===== src/rtl/prg_mem_arb_if.sv =====
// ---------------------------------------------------------------------------
// prg_mem_arb_if
// Bundles the mapper port, the host port and the external memory port of
// the program-memory arbiter.
//
// Signals
//   map_req/map_we/map_addr/map_di   mapper request (one-cycle pulse)
//   map_do/map_rdy/map_ovf           mapper read data, done pulse, lost-request flag
//   host_req/host_we/host_addr/host_di  host request (level)
//   host_do/host_ack                 host read data, done pulse
//   mem_addr/mem_do/mem_di           external memory address and data
//   mem_ce/mem_oe/mem_we             external memory strobes, active-high
//   busy                             arbiter not idle
//
// Modports
//   slave  - the arbiter side
//   master - the requester/memory side (testbench, system glue)
// ---------------------------------------------------------------------------
interface prg_mem_arb_if;
    logic        map_req;
    logic        map_we;
    logic [22:0] map_addr;
    logic [7:0]  map_di;
    logic [7:0]  map_do;
    logic        map_rdy;
    logic        map_ovf;

    logic        host_req;
    logic        host_we;
    logic [22:0] host_addr;
    logic [7:0]  host_di;
    logic [7:0]  host_do;
    logic        host_ack;

    logic [22:0] mem_addr;
    logic [7:0]  mem_do;
    logic [7:0]  mem_di;
    logic        mem_ce;
    logic        mem_oe;
    logic        mem_we;

    logic        busy;

    modport slave (
        input  map_req, map_we, map_addr, map_di,
        output map_do, map_rdy, map_ovf,
        input  host_req, host_we, host_addr, host_di,
        output host_do, host_ack,
        output mem_addr, mem_do, mem_ce, mem_oe, mem_we,
        input  mem_di,
        output busy
    );

    modport master (
        output map_req, map_we, map_addr, map_di,
        input  map_do, map_rdy, map_ovf,
        output host_req, host_we, host_addr, host_di,
        input  host_do, host_ack,
        input  mem_addr, mem_do, mem_ce, mem_oe, mem_we,
        output mem_di,
        input  busy
    );
endinterface


===== src/rtl/prg_mem_arb.sv =====
// ---------------------------------------------------------------------------
// prg_mem_arb
// Arbitrates a single external byte-wide memory between a mapper (one-cycle
// request pulses, strict priority, one-deep pending slot) and a host (level
// request). Each access holds the memory for T_ACC cycles followed by one
// recovery cycle in which the completion pulse is issued.
//
// Parameters
//   T_ACC  memory access length in clk cycles (2..15)
//
// Ports
//   clk    system clock, rising edge
//   rst    synchronous active-high reset
//   bus    prg_mem_arb_if.slave: mapper, host and memory signals
// ---------------------------------------------------------------------------
module prg_mem_arb #(
    parameter int unsigned T_ACC = 4
) (
    input logic          clk,
    input logic          rst,
    prg_mem_arb_if.slave bus
);

    localparam logic [1:0] IDLE     = 2'd0;
    localparam logic [1:0] MAP_ACC  = 2'd1;
    localparam logic [1:0] HOST_ACC = 2'd2;
    localparam logic [1:0] REC      = 2'd3;

    localparam logic [3:0] CNT_LAST = 4'(T_ACC - 1);

    // State and access counter
    logic [1:0]  state_q, state_d;
    logic [3:0]  cnt_q, cnt_d;

    // Pending mapper slot
    logic        pend_q, pend_d;
    logic        slot_we_q, slot_we_d;
    logic [22:0] slot_addr_q, slot_addr_d;
    logic [7:0]  slot_di_q, slot_di_d;

    // Fields of the access in flight (held through IDLE/REC as well)
    logic        acc_we_q, acc_we_d;
    logic [22:0] acc_addr_q, acc_addr_d;
    logic [7:0]  acc_di_q, acc_di_d;
    logic        org_map_q, org_map_d;

    logic        ovf_q, ovf_d;
    logic [7:0]  map_do_q, map_do_d;
    logic [7:0]  host_do_q, host_do_d;

    logic in_acc;
    logic arb;
    logic last;
    logic start_map;
    logic start_host;
    logic consume;
    logic accept;

    assign in_acc = (state_q == MAP_ACC) || (state_q == HOST_ACC);
    // The recovery cycle arbitrates like IDLE so queued work follows without a gap.
    assign arb    = (state_q == IDLE) || (state_q == REC);
    assign last   = in_acc && (cnt_q == CNT_LAST);

    assign start_map  = arb && (pend_q || bus.map_req);
    // After a host access the host has not yet seen host_ack, so its level
    // request is only honoured again from IDLE.
    assign start_host = arb && !start_map && bus.host_req &&
                        ((state_q == IDLE) || org_map_q);
    assign consume    = start_map && pend_q;
    assign accept     = bus.map_req && (!pend_q || consume);

    // Pending slot and overflow flag
    always_comb begin
        pend_d      = pend_q;
        slot_we_d   = slot_we_q;
        slot_addr_d = slot_addr_q;
        slot_di_d   = slot_di_q;
        ovf_d       = ovf_q;

        if (accept) begin
            slot_we_d   = bus.map_we;
            slot_addr_d = bus.map_addr;
            slot_di_d   = bus.map_di;
        end

        if (consume) begin
            // Older slot request is served first; a simultaneous new one takes its place.
            pend_d = bus.map_req;
        end else if (bus.map_req && !start_map) begin
            pend_d = 1'b1;
        end

        if (bus.map_req && pend_q && !consume) begin
            ovf_d = 1'b1;
        end
    end

    // Sequencing
    always_comb begin
        state_d = state_q;
        cnt_d   = cnt_q;

        if (in_acc) begin
            if (last) begin
                state_d = REC;
                cnt_d   = 4'd0;
            end else begin
                cnt_d = cnt_q + 4'd1;
            end
        end else if (start_map) begin
            state_d = MAP_ACC;
            cnt_d   = 4'd0;
        end else if (start_host) begin
            state_d = HOST_ACC;
            cnt_d   = 4'd0;
        end else begin
            state_d = IDLE;
        end
    end

    // Access fields are captured only when an access starts
    always_comb begin
        acc_we_d   = acc_we_q;
        acc_addr_d = acc_addr_q;
        acc_di_d   = acc_di_q;
        org_map_d  = org_map_q;

        if (start_map) begin
            org_map_d = 1'b1;
            if (pend_q) begin
                acc_we_d   = slot_we_q;
                acc_addr_d = slot_addr_q;
                acc_di_d   = slot_di_q;
            end else begin
                acc_we_d   = bus.map_we;
                acc_addr_d = bus.map_addr;
                acc_di_d   = bus.map_di;
            end
        end else if (start_host) begin
            org_map_d  = 1'b0;
            acc_we_d   = bus.host_we;
            acc_addr_d = bus.host_addr;
            acc_di_d   = bus.host_di;
        end
    end

    // Read data capture on the final access cycle
    always_comb begin
        map_do_d  = map_do_q;
        host_do_d = host_do_q;

        if (last && !acc_we_q) begin
            if (state_q == MAP_ACC) begin
                map_do_d = bus.mem_di;
            end else begin
                host_do_d = bus.mem_di;
            end
        end
    end

    always_ff @(posedge clk) begin
        if (rst) begin
            state_q     <= IDLE;
            cnt_q       <= 4'd0;
            pend_q      <= 1'b0;
            slot_we_q   <= 1'b0;
            slot_addr_q <= 23'd0;
            slot_di_q   <= 8'h00;
            acc_we_q    <= 1'b0;
            acc_addr_q  <= 23'd0;
            acc_di_q    <= 8'h00;
            org_map_q   <= 1'b0;
            ovf_q       <= 1'b0;
            map_do_q    <= 8'h00;
            host_do_q   <= 8'h00;
        end else begin
            state_q     <= state_d;
            cnt_q       <= cnt_d;
            pend_q      <= pend_d;
            slot_we_q   <= slot_we_d;
            slot_addr_q <= slot_addr_d;
            slot_di_q   <= slot_di_d;
            acc_we_q    <= acc_we_d;
            acc_addr_q  <= acc_addr_d;
            acc_di_q    <= acc_di_d;
            org_map_q   <= org_map_d;
            ovf_q       <= ovf_d;
            map_do_q    <= map_do_d;
            host_do_q   <= host_do_d;
        end
    end

    // Outputs are decoded from registered state only, so they are glitch-free
    // relative to the request inputs.
    assign bus.mem_ce   = in_acc;
    assign bus.mem_oe   = in_acc && !acc_we_q;
    // First write cycle is address setup only.
    assign bus.mem_we   = in_acc && acc_we_q && (cnt_q != 4'd0);
    assign bus.mem_addr = acc_addr_q;
    assign bus.mem_do   = acc_di_q;

    assign bus.map_rdy  = (state_q == REC) && org_map_q;
    assign bus.host_ack = (state_q == REC) && !org_map_q;
    assign bus.map_do   = map_do_q;
    assign bus.host_do  = host_do_q;
    assign bus.map_ovf  = ovf_q;
    assign bus.busy     = (state_q != IDLE);

endmodule

===== src/flat_wrapper.sv =====
// flat-port wrapper written by rule: the top's interface ports become plain ports
module prg_mem_arb_flat 
#(
    parameter int unsigned T_ACC = 4
)
  (clk, rst, bus_map_req, bus_map_we, bus_map_addr, bus_map_di, bus_map_do, bus_map_rdy, bus_map_ovf, bus_host_req, bus_host_we, bus_host_addr, bus_host_di, bus_host_do, bus_host_ack, bus_mem_addr, bus_mem_do, bus_mem_ce, bus_mem_oe, bus_mem_we, bus_mem_di, bus_busy);
  prg_mem_arb_if bus_i ();
  input logic clk;
  input logic rst;
  input wire logic [$bits(bus_i.map_req)-1:0] bus_map_req;
  input wire logic [$bits(bus_i.map_we)-1:0] bus_map_we;
  input wire logic [$bits(bus_i.map_addr)-1:0] bus_map_addr;
  input wire logic [$bits(bus_i.map_di)-1:0] bus_map_di;
  output wire logic [$bits(bus_i.map_do)-1:0] bus_map_do;
  output wire logic [$bits(bus_i.map_rdy)-1:0] bus_map_rdy;
  output wire logic [$bits(bus_i.map_ovf)-1:0] bus_map_ovf;
  input wire logic [$bits(bus_i.host_req)-1:0] bus_host_req;
  input wire logic [$bits(bus_i.host_we)-1:0] bus_host_we;
  input wire logic [$bits(bus_i.host_addr)-1:0] bus_host_addr;
  input wire logic [$bits(bus_i.host_di)-1:0] bus_host_di;
  output wire logic [$bits(bus_i.host_do)-1:0] bus_host_do;
  output wire logic [$bits(bus_i.host_ack)-1:0] bus_host_ack;
  output wire logic [$bits(bus_i.mem_addr)-1:0] bus_mem_addr;
  output wire logic [$bits(bus_i.mem_do)-1:0] bus_mem_do;
  output wire logic [$bits(bus_i.mem_ce)-1:0] bus_mem_ce;
  output wire logic [$bits(bus_i.mem_oe)-1:0] bus_mem_oe;
  output wire logic [$bits(bus_i.mem_we)-1:0] bus_mem_we;
  input wire logic [$bits(bus_i.mem_di)-1:0] bus_mem_di;
  output wire logic [$bits(bus_i.busy)-1:0] bus_busy;
  assign bus_i.map_req = bus_map_req;
  assign bus_i.map_we = bus_map_we;
  assign bus_i.map_addr = bus_map_addr;
  assign bus_i.map_di = bus_map_di;
  assign bus_map_do = bus_i.map_do;
  assign bus_map_rdy = bus_i.map_rdy;
  assign bus_map_ovf = bus_i.map_ovf;
  assign bus_i.host_req = bus_host_req;
  assign bus_i.host_we = bus_host_we;
  assign bus_i.host_addr = bus_host_addr;
  assign bus_i.host_di = bus_host_di;
  assign bus_host_do = bus_i.host_do;
  assign bus_host_ack = bus_i.host_ack;
  assign bus_mem_addr = bus_i.mem_addr;
  assign bus_mem_do = bus_i.mem_do;
  assign bus_mem_ce = bus_i.mem_ce;
  assign bus_mem_oe = bus_i.mem_oe;
  assign bus_mem_we = bus_i.mem_we;
  assign bus_i.mem_di = bus_mem_di;
  assign bus_busy = bus_i.busy;
  prg_mem_arb #(.T_ACC(T_ACC)) u_core (.clk(clk), .rst(rst), .bus(bus_i));
endmodule

===== config.mk =====
export PLATFORM = sky130hd
export DESIGN_NAME = prg_mem_arb_flat
export DESIGN_NICKNAME = d
export VERILOG_FILES = /design/src/rtl/prg_mem_arb_if.sv /design/src/rtl/prg_mem_arb.sv /design/src/flat_wrapper.sv
export SDC_FILE = /design/constraint.sdc
export NUM_CORES = 1
export LEC_CHECK = 0
export CAP_MARGIN = 20
export CORE_AREA = 3 3 102 104
export DETAILED_ROUTE_END_ITERATION = 8
export DIE_AREA = 0 0 105 107
export PLACE_DENSITY = 0.75
export SYNTH_ARGS = -nofsm -noshare
export SYNTH_HDL_FRONTEND = slang
export SYNTH_SLANG_ARGS = --single-unit

===== constraint.sdc =====
create_clock -name clk -period 1.6 [get_ports clk]
set_input_delay 0.4 -clock clk [delete_from_list [all_inputs] [get_ports clk]]
set_output_delay 0.4 -clock clk [all_outputs]
set_load 0.005 [all_outputs]

==> metrics.md, run 1 <==
| Metric | Value |
|---|---|
| Status | finished, violations left |
| Violated checks | negative setup slack |
| N_diodes | 0 |
| WP buf/inv | 6 |
| Hold Vio Cnt, Final | 0 |
| Crit path max-delay cell type | dfxtp_2 |
| Routed Wire Length | 15.1 mm |
| Leakage power | 0.00298 uW |
| CTS tree | done |
| First-pass GRT wire length | 22.2 mm |
| RSZ-0062 raised after global routing | yes |
| GR Util met2 | 44.2% |
| Hold Crit Class | reg -> reg |
| Final period util | 113% |
| Initial Util | 41.6% |
| Pin count of the biggest net entering global routing | 45 |
| Die Y | 107 um |
| Vias in the first global route | 4352 |
| Overall via count from detail_route | 4380 |
| Slew Limit Fails | 0 |
| Top delay family on crit path | buffers and inverters |
| Grt ovf | 0 |
| Max FO, Critical Path | 7 |
| Die Wd | 105 um |
| DR WL/cell | 19.9 um |
| Via/cell ratio | 5.76 |
| Clk buf depth | 2 |
| Placed cell area | 5720 um2 |
| Drt initial violations | 205 |
| Peak ir drop on the vdd network | 0.000852 V |
| Sw power | 3830 uW |
| Hold_sp | u_core.bus.host_do[1]$_SDFFE_PP0P_ |
| Worst Reg-to-Reg Cells | 10 |
| Antenna violations before repair | 0 |
| Clk sinks | 89 |
| Nets | 704 |
| Worst Skew | 7.99 ps |
| Synthesized net count | 534 |
| Worst path depth | 10 |
| Routing usage on met1 | 29.4% |
| Cell row count | 36 |
| Fmax | 554 MHz |
| Period minus WS final | 1810 ps |
| Share of layout cells above drive strength 1 | 38.8% |
| Source of the critical timing path | u_core.state_q[0]$_SDFFE_PP0P_ |
| Setup violations, final | 75 |
| Design Area, Final | 7020 um2 |
| CTS buffer count | 9 |
| Drt drc | 0 |
| Crit Path Class | reg -> reg |
| Comb pwr share | 53.4% |
| Max-capacitance violation count | 0 |
| PwrDens | 1490 nW/um2 |
| Post-CTS Hold Buffers | 0 |
| Hold WS | 459 ps |
| Sequential Power Share | 28.9% |
| DIE AREA | 11200 um2 |
| Clock network latency to the later pin of the worst-skew pair | 360 ps |
| Clock power share | 17.7% |
| Crit path to | u_core.slot_di_q[7]$_SDFFE_PP0P_ |
| Area growth syn-to-layout | 74.9% |
| # IOs | 130 |
| Switching fraction of total power | 36.7% |
| Warnings from Yosys | 0 |
| Post-Syn Area | 4010 um2 |
| Reg2reg start | u_core.state_q[0]$_SDFFE_PP0P_ |
| Critical Path Max Stage Delay | 340 ps |
| Worst setup SP type | flop |
| Post-Syn Instances | 453 |
| Synthesized flop and latch total | 89 |
| # port buffers | 129 |
| WP data required | 1880 ps |
| Syn avg cell area | 8.86 um2 |
| Setup ws final | -206 ps |
| Placer congestion estimate | 0.785 |
| Sequential share of the synthesized area | 44.4% |
| DRT antenna net count | 0 |
| HPWL Detailed | 8.37 mm |
| Critical Path End Type | flop |
| R2r setup slk | -210 ps |
| Met3 global-route usage | 5.18% |
| Worst reg2reg path endpoint | u_core.slot_di_q[7]$_SDFFE_PP0P_ |
| 1st-pass router iterations | 5 |
| Slew @ Worst Pin | 500 ps |
| Total track usage | 24.6% |
| Critical-path cell list | inv_2 -> ha_4 -> buf_8 -> buf_6 -> buf_6 -> a21boi_4 -> buf_12 -> buf_12 -> nand2_1 -> a21oi_1 |
| Clk slew on worst S/H paths | 90 ps |
| Internal power | 6610 uW |
| Rel. slew slack | 66.7% |
| Placeable Area | 9640 um2 |
| Top Usage Layer GRT | met2 |
| Critical path arrival | 2090 ps |
| H-tree Lvls | 3 |
| Library cells used by synthesis | 37 |
| Root buffer cell | clkbuf_8 |
==> final cells by class <==
type | count | area, um2
multi-input combinational | 318 | 2720
fill | 627 | 2620
timing repair buffer | 198 | 2060
sequential | 89 | 1820
tap | 133 | 166
clock buffer | 10 | 128
clock inverter | 5 | 104
inverter | 7 | 26.3
==> per-layer routing <==
| layer | routed length [um] | vias to the layer above |
|---|---|---|
| li1 | - | 1983 |
| met1 | 5820 | 2143 |
| met2 | 7920 | 220 |
| met3 | 1020 | 34 |
| met4 | 354 | 0 |
| met5 | 0 | - |
==> cell usage after synthesis <==
library cell	count	area (um2)
o32ai_1	21	184
buf_1	1	3.75
o21ba_2	1	10.0
dfxtp_1	89	1780
and2_1	1	6.26
o21ai_2	1	8.76
a32oi_1	1	8.76
nor3b_2	1	12.5
nand2b_1	3	18.8
buf_2	23	115
nand3_1	6	30.0
inv_1	6	22.5
a21bo_2	1	10.0
nand4b_1	1	8.76
o221ai_1	12	105
nand3b_1	1	7.51
a311oi_1	14	123
nor3_1	1	5.00
mux2i_1	16	160
buf_4	3	22.5
clkbuf_1	14	52.6
nor2_1	25	93.8
nand2_1	122	458
a211oi_1	12	90.1
clkinv_1	1	3.75
o21ai_0	1	5.00
a211o_1	1	8.76
or3b_4	1	11.3
nor2b_1	3	18.8
a21boi_2	1	11.3
or2_2	2	12.5
a31oi_1	4	25.0
o32ai_2	19	309
ha_1	5	62.6
nand4_2	1	12.5
or3b_2	1	8.76
a21oi_1	37	185
==> worst min path at each step <==
stage,endpoint,depth (start not counted)
2_1_floorplan,u_core.slot_addr_q[0]$_SDFFE_PP0P_,2
3_3_place_gp,u_core.slot_addr_q[3]$_SDFFE_PP0P_,2
3_5_place_dp,u_core.slot_addr_q[2]$_SDFFE_PP0P_,2
4_1_cts,u_core.slot_addr_q[2]$_SDFFE_PP0P_,2
5_1_grt,u_core.bus.host_do[4]$_SDFFE_PP0P_,2
6_report,u_core.bus.host_do[1]$_SDFFE_PP0P_,2
==> worst min-delay path: stages (launching register included) <==
cell	delay, ps
dfxtp_1	310
nand2_1	50
mux2i_1	50
==> registers in the layout (all words and copies together), names as in the netlist <==
register / cells
u_core.acc_we_q: 1
u_core.bus.host_do: 8
u_core.bus.map_do: 8
u_core.bus.map_ovf: 1
u_core.bus.mem_addr: 23
u_core.bus.mem_do: 8
u_core.cnt_q: 4
u_core.org_map_q: 1
u_core.pend_q: 1
u_core.slot_addr_q: 23
u_core.slot_di_q: 8
u_core.slot_we_q: 1
u_core.state_q: 2
==> power by group through the flow <==
stage,clock (uW),sequential [uW],combinational [uW]
after floorplan,0,2940,2220
after global placement,0,2960,3940
after detailed placement,0,2970,4050
after CTS,1840,2980,4970
after global routing,1940,3070,5910
final,1840,3020,5580
==> cells by family (layout without fill, tap and decap cells) <==
group	after synthesis	in the layout	share of synthesized area, %
muxes	16	16	3.99
buffers and inverters	48	220	5.49
adders and majority gates	5	5	1.56
and+or+nand+nor	169	170	17.6
AOI/OAI and AO/OA	126	127	27.0
DFF	89	89	44.4
==> through the flow <==
stage | setup slack (ps) | util (%) | instances | setup TNS, ps | total power, uW
global route | -267 | 72.8 | 760 | -12530 | 10900
finish | -206 | 72.8 | 760 | -8040 | 10400
global placement | -445 | 59.4 | 720 | -19490 | 6900
detailed placement | -529 | 59.4 | 720 | -23210 | 7020
CTS | -122 | 68.5 | 752 | -5400 | 9790
floorplan | -4.29 | - | 453 | -53.6 | 5160
==> cells in the final DEF (no fill, tap or decap), drive strengths merged, types with 4 or more instances in the layout <==
cell / n
a211oi: 12
a21oi: 37
a311oi: 14
a31oi: 4
buf: 73
clkbuf: 12
clkdlybuf4s50: 73
dfxtp: 89
dlygate4sd2: 35
dlymetal6s2s: 14
ha: 5
inv: 7
mux2i: 16
nand2: 122
nand3: 6
nor2: 25
o221ai: 12
o32ai: 40
==> what timing repair did <==
action                                  4_1_cts  5_1_grt
endpoints found under the setup margin      125       94
setup buffers                                10        8
gates resized for setup                     173       86
cloned                                        9        2
pin swaps                                    41       37
endpoints found under the hold margin         0        0
Note: power is estimated with default switching activity, not from simulation.
==> inputs of run 2 (changes only) <==
- CORE_AREA: 3 3 102 104 -> 3 3 88 90
- DIE_AREA: 0 0 105 107 -> 0 0 91 93
- DONT_BUFFER_PORTS: default -> 1
- PLACE_DENSITY: 0.75 -> 0.73
==> run 2 against run 1 <==
The flow still finishes with violations (negative setup slack). Register-to-register slack better by 40 ps. Sequential power barely moved. Sequential cell count stayed put. Combinational power fell by 30%. Clock skew increased by 1.5 ps. Critical path depth shrank 4. Clock power down 18%. Hold slack got worse by 340 ps. Via count fell by 20%. Critical endpoint is now bus_mem_we. Largest power group unchanged.
==> metrics.md, run 2 (synthesis gave the netlist of run 1 again) <==
| Metric | Value |
|---|---|
| Most used cell, CP | buf_6 |
| Pre-CTS WS | -235 ps (was -529 ps) |
| HPWL Detailed | 6.77 mm (was 8.37 mm) |
| Area growth syn-to-layout | 21.0% (was 74.9%) |
| Hold WS | 119 ps (was 459 ps) |
| Fmax | 559 MHz (was 554 MHz) |
| Slew Limit Fails | 0 (unchanged) |
| PwrDens | 1730 nW/um2 (was 1490 nW/um2) |
| Top delay family on crit path | flip-flops (was buffers and inverters) |
| Total track usage | 25.6% (was 24.6%) |
| Worst setup SP type | flop (unchanged) |
| N_diodes | 0 (unchanged) |
| # port buffers | 0 (was 129) |
| RSZ-0062 raised after global routing | yes (unchanged) |
| Clk slew on worst S/H paths | 90 ps (about the same) |
| Worst Skew | 9.54 ps (was 7.99 ps) |
| Nets | 546 (was 704) |
| Max-capacitance violation count | 0 (unchanged) |
| Cell row count | 31 (was 36) |
| Area of the multi-input gates | 2220 um2 (was 2720 um2) |
| CTS tree | done (unchanged) |
| Routed Wire Length | 10.9 mm (was 15.1 mm) |
| Die Y | 93 um (was 107 um) |
| Grt ovf | 0 (unchanged) |
| Commonest non-fill, non-tap cell in the layout | nand2_1 (unchanged) |
| Commonest non-fill, non-tap cells in the layout | nand2_1 (121), dfxtp_1 (87), a21oi_1 (35) (was nand2_1 (104), clkdlybuf4s50_1 (73), dfxtp_1 (60)) |
| Overall via count from detail_route | 3489 (was 4380) |
| Critical-path cell list | inv_2 -> ha_4 -> buf_6 -> buf_6 -> nand2_2 -> a21oi_2 (was inv_2 -> ha_4 -> buf_8 -> buf_6 -> buf_6 -> a21boi_4 -> buf_12 -> buf_12 -> nand2_1 -> a21oi_1) |
| Pin count of the biggest net entering global routing | 56 (was 45) |
| DRT antenna net count | 0 (unchanged) |
| Setup violations, final | 44 (was 75) |
| CTS buffer count | 9 (unchanged) |
| Crit path max-delay cell type | dfxtp_2 (unchanged) |
| Initial Util | 56.2% (was 41.6%) |
| Placer congestion estimate | 0.820 (was 0.785) |
| Clk buf depth | 2 (unchanged) |
| Clk sinks | 89 (unchanged) |
| # IOs | 130 (unchanged) |
| Critical Path Max Stage Delay | 340 ps (about the same) |
| Share of layout cells above drive strength 1 | 23.8% (was 38.8%) |
| Final period util | 112% (was 113%) |
| Vias in the first global route | 3430 (was 4352) |
| Antenna violations before repair | 0 (unchanged) |
| H-tree Lvls | 3 (unchanged) |
| Crit Path Class | reg -> out (was reg -> reg) |
| First-pass GRT wire length | 17.5 mm (was 22.2 mm) |
| Placeable Area | 7140 um2 (was 9640 um2) |
| Period minus WS final | 1790 ps (was 1810 ps) |
| Drt initial violations | 150 (was 205) |
| Critical Path End Type | output port (was flop) |
| Peak ir drop on the vdd network | 0.00106 V (was 0.000852 V) |
| Die Wd | 91 um (was 105 um) |
| # fillers | 572 (was 627) |
| Hold Vio Cnt, Final | 0 (unchanged) |
| WP buf/inv | 3 (was 6) |
| Critical path arrival | 1390 ps (was 2090 ps) |
| Hold Crit Class | in -> reg (was reg -> reg) |
| Register area | 1780 um2 (was 1820 um2) |
| Violated checks | negative setup slack (unchanged) |
| Root buffer cell | clkbuf_8 (unchanged) |
| Via/cell ratio | 6.13 (was 5.76) |
| Setup ws final | -190 ps (was -206 ps) |
| Max FO, Critical Path | 4 (was 7) |
| Drt drc | 0 (unchanged) |
| Status | finished, violations left (unchanged) |
| Leakage power | 0.00183 uW (was 0.00298 uW) |
| 1st-pass router iterations | 4 (was 5) |
| Rel. slew slack | 61.0% (was 66.7%) |
| WP data required | 1200 ps (was 1880 ps) |
| DIE AREA | 8460 um2 (was 11200 um2) |
| Slew @ Worst Pin | 586 ps (was 500 ps) |
| DR WL/cell | 19.1 um (was 19.9 um) |
| Clock network latency to the later pin of the worst-skew pair | 350 ps (was 360 ps) |
==> run 2: layer usage <==
metal / vias up / GRT usage, % / part of all wire [%]
li1: 1661 / - / -
met3: 14 / 7.80 / 7.5
met5: - / 0 / 0
met4: 0 / 9.17 / 1.6
met1: 1689 / 31.3 / 40
met2: 125 / 42.9 / 51
==> run 2: worst register-to-register path: cells and delay by family, from the launching register on <==
family                   cells  cell delay [ps]
AO/OA/AOI/OAI                2              600
adder cells (fa/ha/maj)      1              240
buffers and inverters        3              510
flip-flops                   1              340
==> run 2: area by class of cell <==
class                   instances  area share [%]
clock buffers                  10            2.63
clock inverters                 6            1.21
inverters                       7           0.541
multi-input cells             317            45.8
flip-flops and latches         89            36.8
well taps                      99            2.55
repair buffers                 41            10.5
==> run 2: path summary, 6_finish.rpt <==
check	from	end	slack [ps]	cells after the start
setup / recovery	u_core.state_q[1]$_SDFFE_PP0P_	bus_mem_we	-190	6
hold / removal	rst	u_core.slot_addr_q[11]$_SDFFE_PP0P_	120	1
setup reg to reg	u_core.state_q[0]$_SDFFE_PP0P_	u_core.bus.mem_addr[13]$_SDFFE_PP0P_	-170	6
hold reg to reg	u_core.slot_addr_q[11]$_SDFFE_PP0P_	u_core.slot_addr_q[11]$_SDFFE_PP0P_	450	2
==> run 2: power breakdown <==
| group | switching [uW] | internal (uW) | leakage, uW |
|---|---|---|---|
| registers | 329 | 2660 | 0.000733 |
| logic | 1960 | 1930 | 0.000995 |
| clock network | 790 | 716 | 0.0000998 |
| total | 3070 | 5310 | 0.00183 |
==> run 2: stage by stage <==
stage / setup TNS, ps / util, % / cells / instance area, um2 / total power, uW
after floorplan: -53.6 / - / 453 / 4030 / 5160
after global placement: -4040 / 60.0 / 541 / 4280 / 6010
after detailed placement: -5470 / 60.0 / 541 / 4280 / 6100
after CTS: -2940 / 67.2 / 566 / 4790 / 8280
after global routing: -7920 / 68.0 / 569 / 4850 / 8840
final: -4630 / 68.0 / 569 / 4850 / 8380
==> run 2: repair_timing <==
item	CTS	global route
gates resized for setup	38	6
pin swaps	15	2
hold buffers	0	0
buffers inserted	4	3
gates cloned	5	0
endpoints found under the setup margin	45	54
hold endpoints to repair	0	0
==> inputs of run 3 (changes only) <==
- CTS_CLUSTER_SIZE: default -> 20
==> results of run 3 <==
No change in the layout: final DEF, timing and power equal those of run 2.
